<file path="config.mk">
export PLATFORM = sky130hd
export DESIGN_NAME = dm_arbiter
export DESIGN_NICKNAME = d
export VERILOG_FILES = /design/src/rtl/dm_arbiter.sv
export SDC_FILE = /design/constraint.sdc
export NUM_CORES = 1
export LEC_CHECK = 0
export BUFFER_PORTS_ARGS = -buffer_cell sky130_fd_sc_hd__buf_4
export CAP_MARGIN = 20
export CORE_MARGIN = 4
export CORE_UTILIZATION = 30
export DETAILED_ROUTE_END_ITERATION = 7
export GPL_ROUTABILITY_DRIVEN = 0
export PLACE_DENSITY = 0.83
export SYNTH_ARGS = -nofsm -noshare
export SYNTH_HDL_FRONTEND = slang
export SYNTH_SLANG_ARGS = --single-unit
</file>
<file path="constraint.sdc">
create_clock -name clk -period 3.92 [get_ports clk]
set_clock_uncertainty 0.2 [all_clocks]
set_input_delay 0.784 -clock clk [delete_from_list [all_inputs] [get_ports clk]]
set_output_delay 0.784 -clock clk [all_outputs]
set_load 0.02 [all_outputs]
</file>
<file path="src/rtl/dm_arbiter.sv">
// Data-memory arbiter: CPU has default priority, the loader is force-granted
// after STARVE_LIMIT blocked cycles, and 1-cycle read data is routed to its owner.
module dm_arbiter #(
   parameter int AW           = 8,
   parameter int DW           = 8,
   parameter int STARVE_LIMIT = 3
) (
   input  logic          clk,
   input  logic          reset,
   input  logic          cpu_req,
   input  logic          cpu_we,
   input  logic [AW-1:0] cpu_addr,
   input  logic [DW-1:0] cpu_wdata,
   output logic          cpu_gnt,
   output logic          cpu_rvalid,
   output logic [DW-1:0] cpu_rdata,
   input  logic          ldr_req,
   input  logic          ldr_we,
   input  logic [AW-1:0] ldr_addr,
   input  logic [DW-1:0] ldr_wdata,
   output logic          ldr_gnt,
   output logic          ldr_rvalid,
   output logic [DW-1:0] ldr_rdata,
   output logic          mem_we,
   output logic [AW-1:0] mem_addr,
   output logic [DW-1:0] mem_wdata,
   input  logic [DW-1:0] mem_rdata
);

   localparam logic [3:0] LIMIT = 4'(STARVE_LIMIT);

   typedef enum logic {
      OWN_CPU = 1'b0,
      OWN_LDR = 1'b1
   } owner_t;

   logic [3:0] r_starve_cnt;
   logic       r_rd_pend;
   owner_t     r_rd_owner;

   logic       w_ldr_gnt;
   logic       w_cpu_gnt;
   logic       w_rd_issue;

   // Grants are masked during reset so no memory access can slip through.
   assign w_ldr_gnt  = ~reset & ldr_req & (~cpu_req | (r_starve_cnt >= LIMIT));
   assign w_cpu_gnt  = ~reset & cpu_req & ~w_ldr_gnt;
   assign w_rd_issue = (w_cpu_gnt & ~cpu_we) | (w_ldr_gnt & ~ldr_we);

   assign cpu_gnt = w_cpu_gnt;
   assign ldr_gnt = w_ldr_gnt;

   always_comb begin
      mem_we    = 1'b0;
      mem_addr  = '0;
      mem_wdata = '0;
      if (w_ldr_gnt) begin
         mem_we    = ldr_we;
         mem_addr  = ldr_addr;
         mem_wdata = ldr_wdata;
      end else if (w_cpu_gnt) begin
         mem_we    = cpu_we;
         mem_addr  = cpu_addr;
         mem_wdata = cpu_wdata;
      end
   end

   always_ff @(posedge clk) begin
      if (reset) begin
         r_starve_cnt <= '0;
         r_rd_pend    <= 1'b0;
         r_rd_owner   <= OWN_CPU;
      end else begin
         if (ldr_req && !w_ldr_gnt)
            r_starve_cnt <= (r_starve_cnt >= LIMIT) ? LIMIT : r_starve_cnt + 4'd1;
         else
            r_starve_cnt <= '0;
         r_rd_pend  <= w_rd_issue;
         r_rd_owner <= w_ldr_gnt ? OWN_LDR : OWN_CPU;
      end
   end

   // Memory data arrives a cycle after the address, so routing is combinational
   // from the registered owner; reset suppresses a return already in flight.
   always_comb begin
      cpu_rvalid = ~reset & r_rd_pend & (r_rd_owner == OWN_CPU);
      ldr_rvalid = ~reset & r_rd_pend & (r_rd_owner == OWN_LDR);
      cpu_rdata  = cpu_rvalid ? mem_rdata : '0;
      ldr_rdata  = ldr_rvalid ? mem_rdata : '0;
   end

endmodule

</file>
==> metrics.txt <==
most used cell along the critical path buf_4; Min-Delay Path Class register to register; y dimension of the die 50.60 um; Peak VDD IR 0.2463 mV; post-route ant nets 0; area of the die 2560 um2; post-layout min period 3.161 ns; number of global-route vias before repair 749; clock-pin slew on the worst setup and hold paths 0.05 ns; largest net degree at the start of global routing 20; Final Hold Viols 0; Mapped Cells 59; CP Capture Type output pin; Starting Density 31.52%; Routed WL 2443 um; Reg-to-Reg Start r_starve_cnt[0]$_SDFF_PP0_; Ports 83; Slew Limit Fails 0; CP max stage cell a21oi_2; Area Growth Syn to Fin 118.4%; max-cap viol count 0; Hold EP r_starve_cnt[0]$_SDFF_PP0_; root buf cell clkbuf_4; Clock Tree Buf Depth 2; Pre-antenna DRT Iters 4; yosys synthesis warning count 0; run status finished, final reports clean; H-tree lvl count 1; critical path required time 2.94 ns; Mapped Area 544.3 um2; core area 1727 um2; antenna cell count 0; hold_buf cts 0; critical path peak fanout 19; # port buffers 82; max_slew headroom 42.19%; Post CTS Setup Buffer Count 0; Finish-stage setup viols 0; DRT iter0 DRCs 8; chip width 50.60 um; Worst R2R Setup Slack 2.11 ns; grt ovf 0; mean post-synth cell area 9.225 um2; initial antenna violation count 0; RSZ-0062 raised after global routing no; Final period util 80.63%; final HPWL from detailed placement 2101 um; sequential area share after synthesis 22.07%; synth unique cells 20; Leak 0.6440 nW; Via Count 755; FMAX 316.4 MHz; CTS Buf Count 3; critical path class primary input to output pin; Final nets 191; WL/cell 14.63 um; share of layout cells above drive strength 1 74.65%; Reg-to-Reg End r_rd_pend$_SDFF_PP0_; r2r worst-path depth 4; CP peak stage delay 0.66 ns; PwrDens 195.2 nW/um2; crit-path cells buf_4, nand2b_1, a21oi_2, a22o_2, buf_4; first-pass GRT wire length 3670 um; setup_tns 0 ns; # rows 15; CTS Sinks 6; Worst setup SP type primary input; CTS tree built; vias per inst 4.521; Post-route DRC 0; CP Data Arrival Time 2.18 ns; total power 232.1 uW; synthesis-stage register bit count 6; slew at the pin closest to its max-slew limit 0.8672 ns; Skew-Pair Late Insertion Delay 0.24 ns; Hold Path Stages 1; GR Util All Layers 18.48%; # resized after CTS 0; hold path start r_starve_cnt[0]$_SDFF_PP0_
## placed cells by master (no fill, tap or decap)
master,n
clkbuf_4,3
and2_1,16
nor3b_1,1
a22o_2,17
buf_4,82
dfxtp_1,6
a21oi_1,1
or3_4,1
nand2b_1,2
or2_2,1
ha_1,1
nor3_1,3
and3b_1,1
mux2i_1,1
nand2_1,1
inv_1,1
a21oi_4,1
conb_1,2
a21oi_2,1
## stage by stage
step	cells	worst slack [ns]	area (um2)	hold WS (ns)	util (%)
2_1_floorplan	60	1.013	548.0	0.2062	-
4_1_cts	167	0.7879	1189	0.2430	68.84
5_1_grt	167	0.6282	1189	0.2593	68.84
6_report	167	0.7593	1189	0.2428	68.84
3_5_place_dp	164	0.7911	1166	0.2355	67.54
3_3_place_gp	164	0.8402	1166	0.2166	67.54
## worst max-delay path by stage
stage | from | endpoint | slack [ns] | depth (start not counted)
2_1_floorplan | reset | cpu_rdata[0] | 1.01 | 2
3_3_place_gp | reset | mem_addr[5] | 0.84 | 5
3_5_place_dp | reset | mem_addr[4] | 0.79 | 5
4_1_cts | reset | mem_addr[4] | 0.79 | 5
5_1_grt | reset | mem_addr[2] | 0.63 | 5
6_report | reset | mem_addr[4] | 0.76 | 5
## cells in the mapped netlist
library cell / n / area share [%]
clkbuf_1: 1 / 0.69
nand2b_1: 2 / 2.3
and3b_1: 1 / 1.6
and2_1: 16 / 18
conb_1: 1 / 0.69
buf_6: 1 / 2.1
a21oi_4: 1 / 3.0
or2_2: 1 / 1.2
nand2_1: 1 / 0.69
a21oi_2: 1 / 1.6
dfxtp_1: 6 / 22
or3_4: 1 / 2.1
clkbuf_8: 1 / 2.5
inv_1: 1 / 0.69
nor3b_1: 1 / 1.4
ha_1: 1 / 2.3
a22o_2: 17 / 31
mux2i_1: 1 / 1.8
nor3_1: 3 / 2.8
a21oi_1: 1 / 0.92
## kinds of logic (layout without fill, tap and decap cells)
family	count (synthesis)	in the layout	share of synthesized area (%)
and+or+nand+nor	26	26	30.35
AOI/OAI and AO/OA	20	20	36.78
DFF	6	6	22.07
buffers and inverters	4	86	5.975
adders and majority gates	1	1	2.298
other	1	2	0.6890
muxes	1	1	1.839
## state kept, by name (all words and copies together) (netlist names)
name and flops:
r_rd_pend 1, r_rd_owner 1, r_starve_cnt 4
## report_power, final
group | internal [mW] | switching (mW)
Combinational | 0.0629 | 0.0489
Sequential | 0.0639 | 0.00109
Clock | 0.0345 | 0.0208
## critical path: cells and delay by family
family                 cells  cell delay [ns]
AO/OA/AOI/OAI              2             0.94
buffers and inverters      2             0.26
AND/OR/NAND/NOR            1             0.19
## cell type report
type / instances / area [um2]
sequential: 6 / 120.1
timing repair buffer: 82 / 615.6
fill: 161 / 538.0
inverter: 1 / 3.754
tap: 25 / 31.28
clock buffer: 3 / 22.52
multi-input combinational: 50 / 395.4
## per-layer routing
layer  global-route usage (%)  wire length [um]  vias up
met3                    4.748               214        0
met4                    4.036                 0        0
met2                    33.48              1294       39
li1                         -                 -      386
met5                        0                 0        -
met1                    21.57               934      330
(Power assumes the default switching activity.)
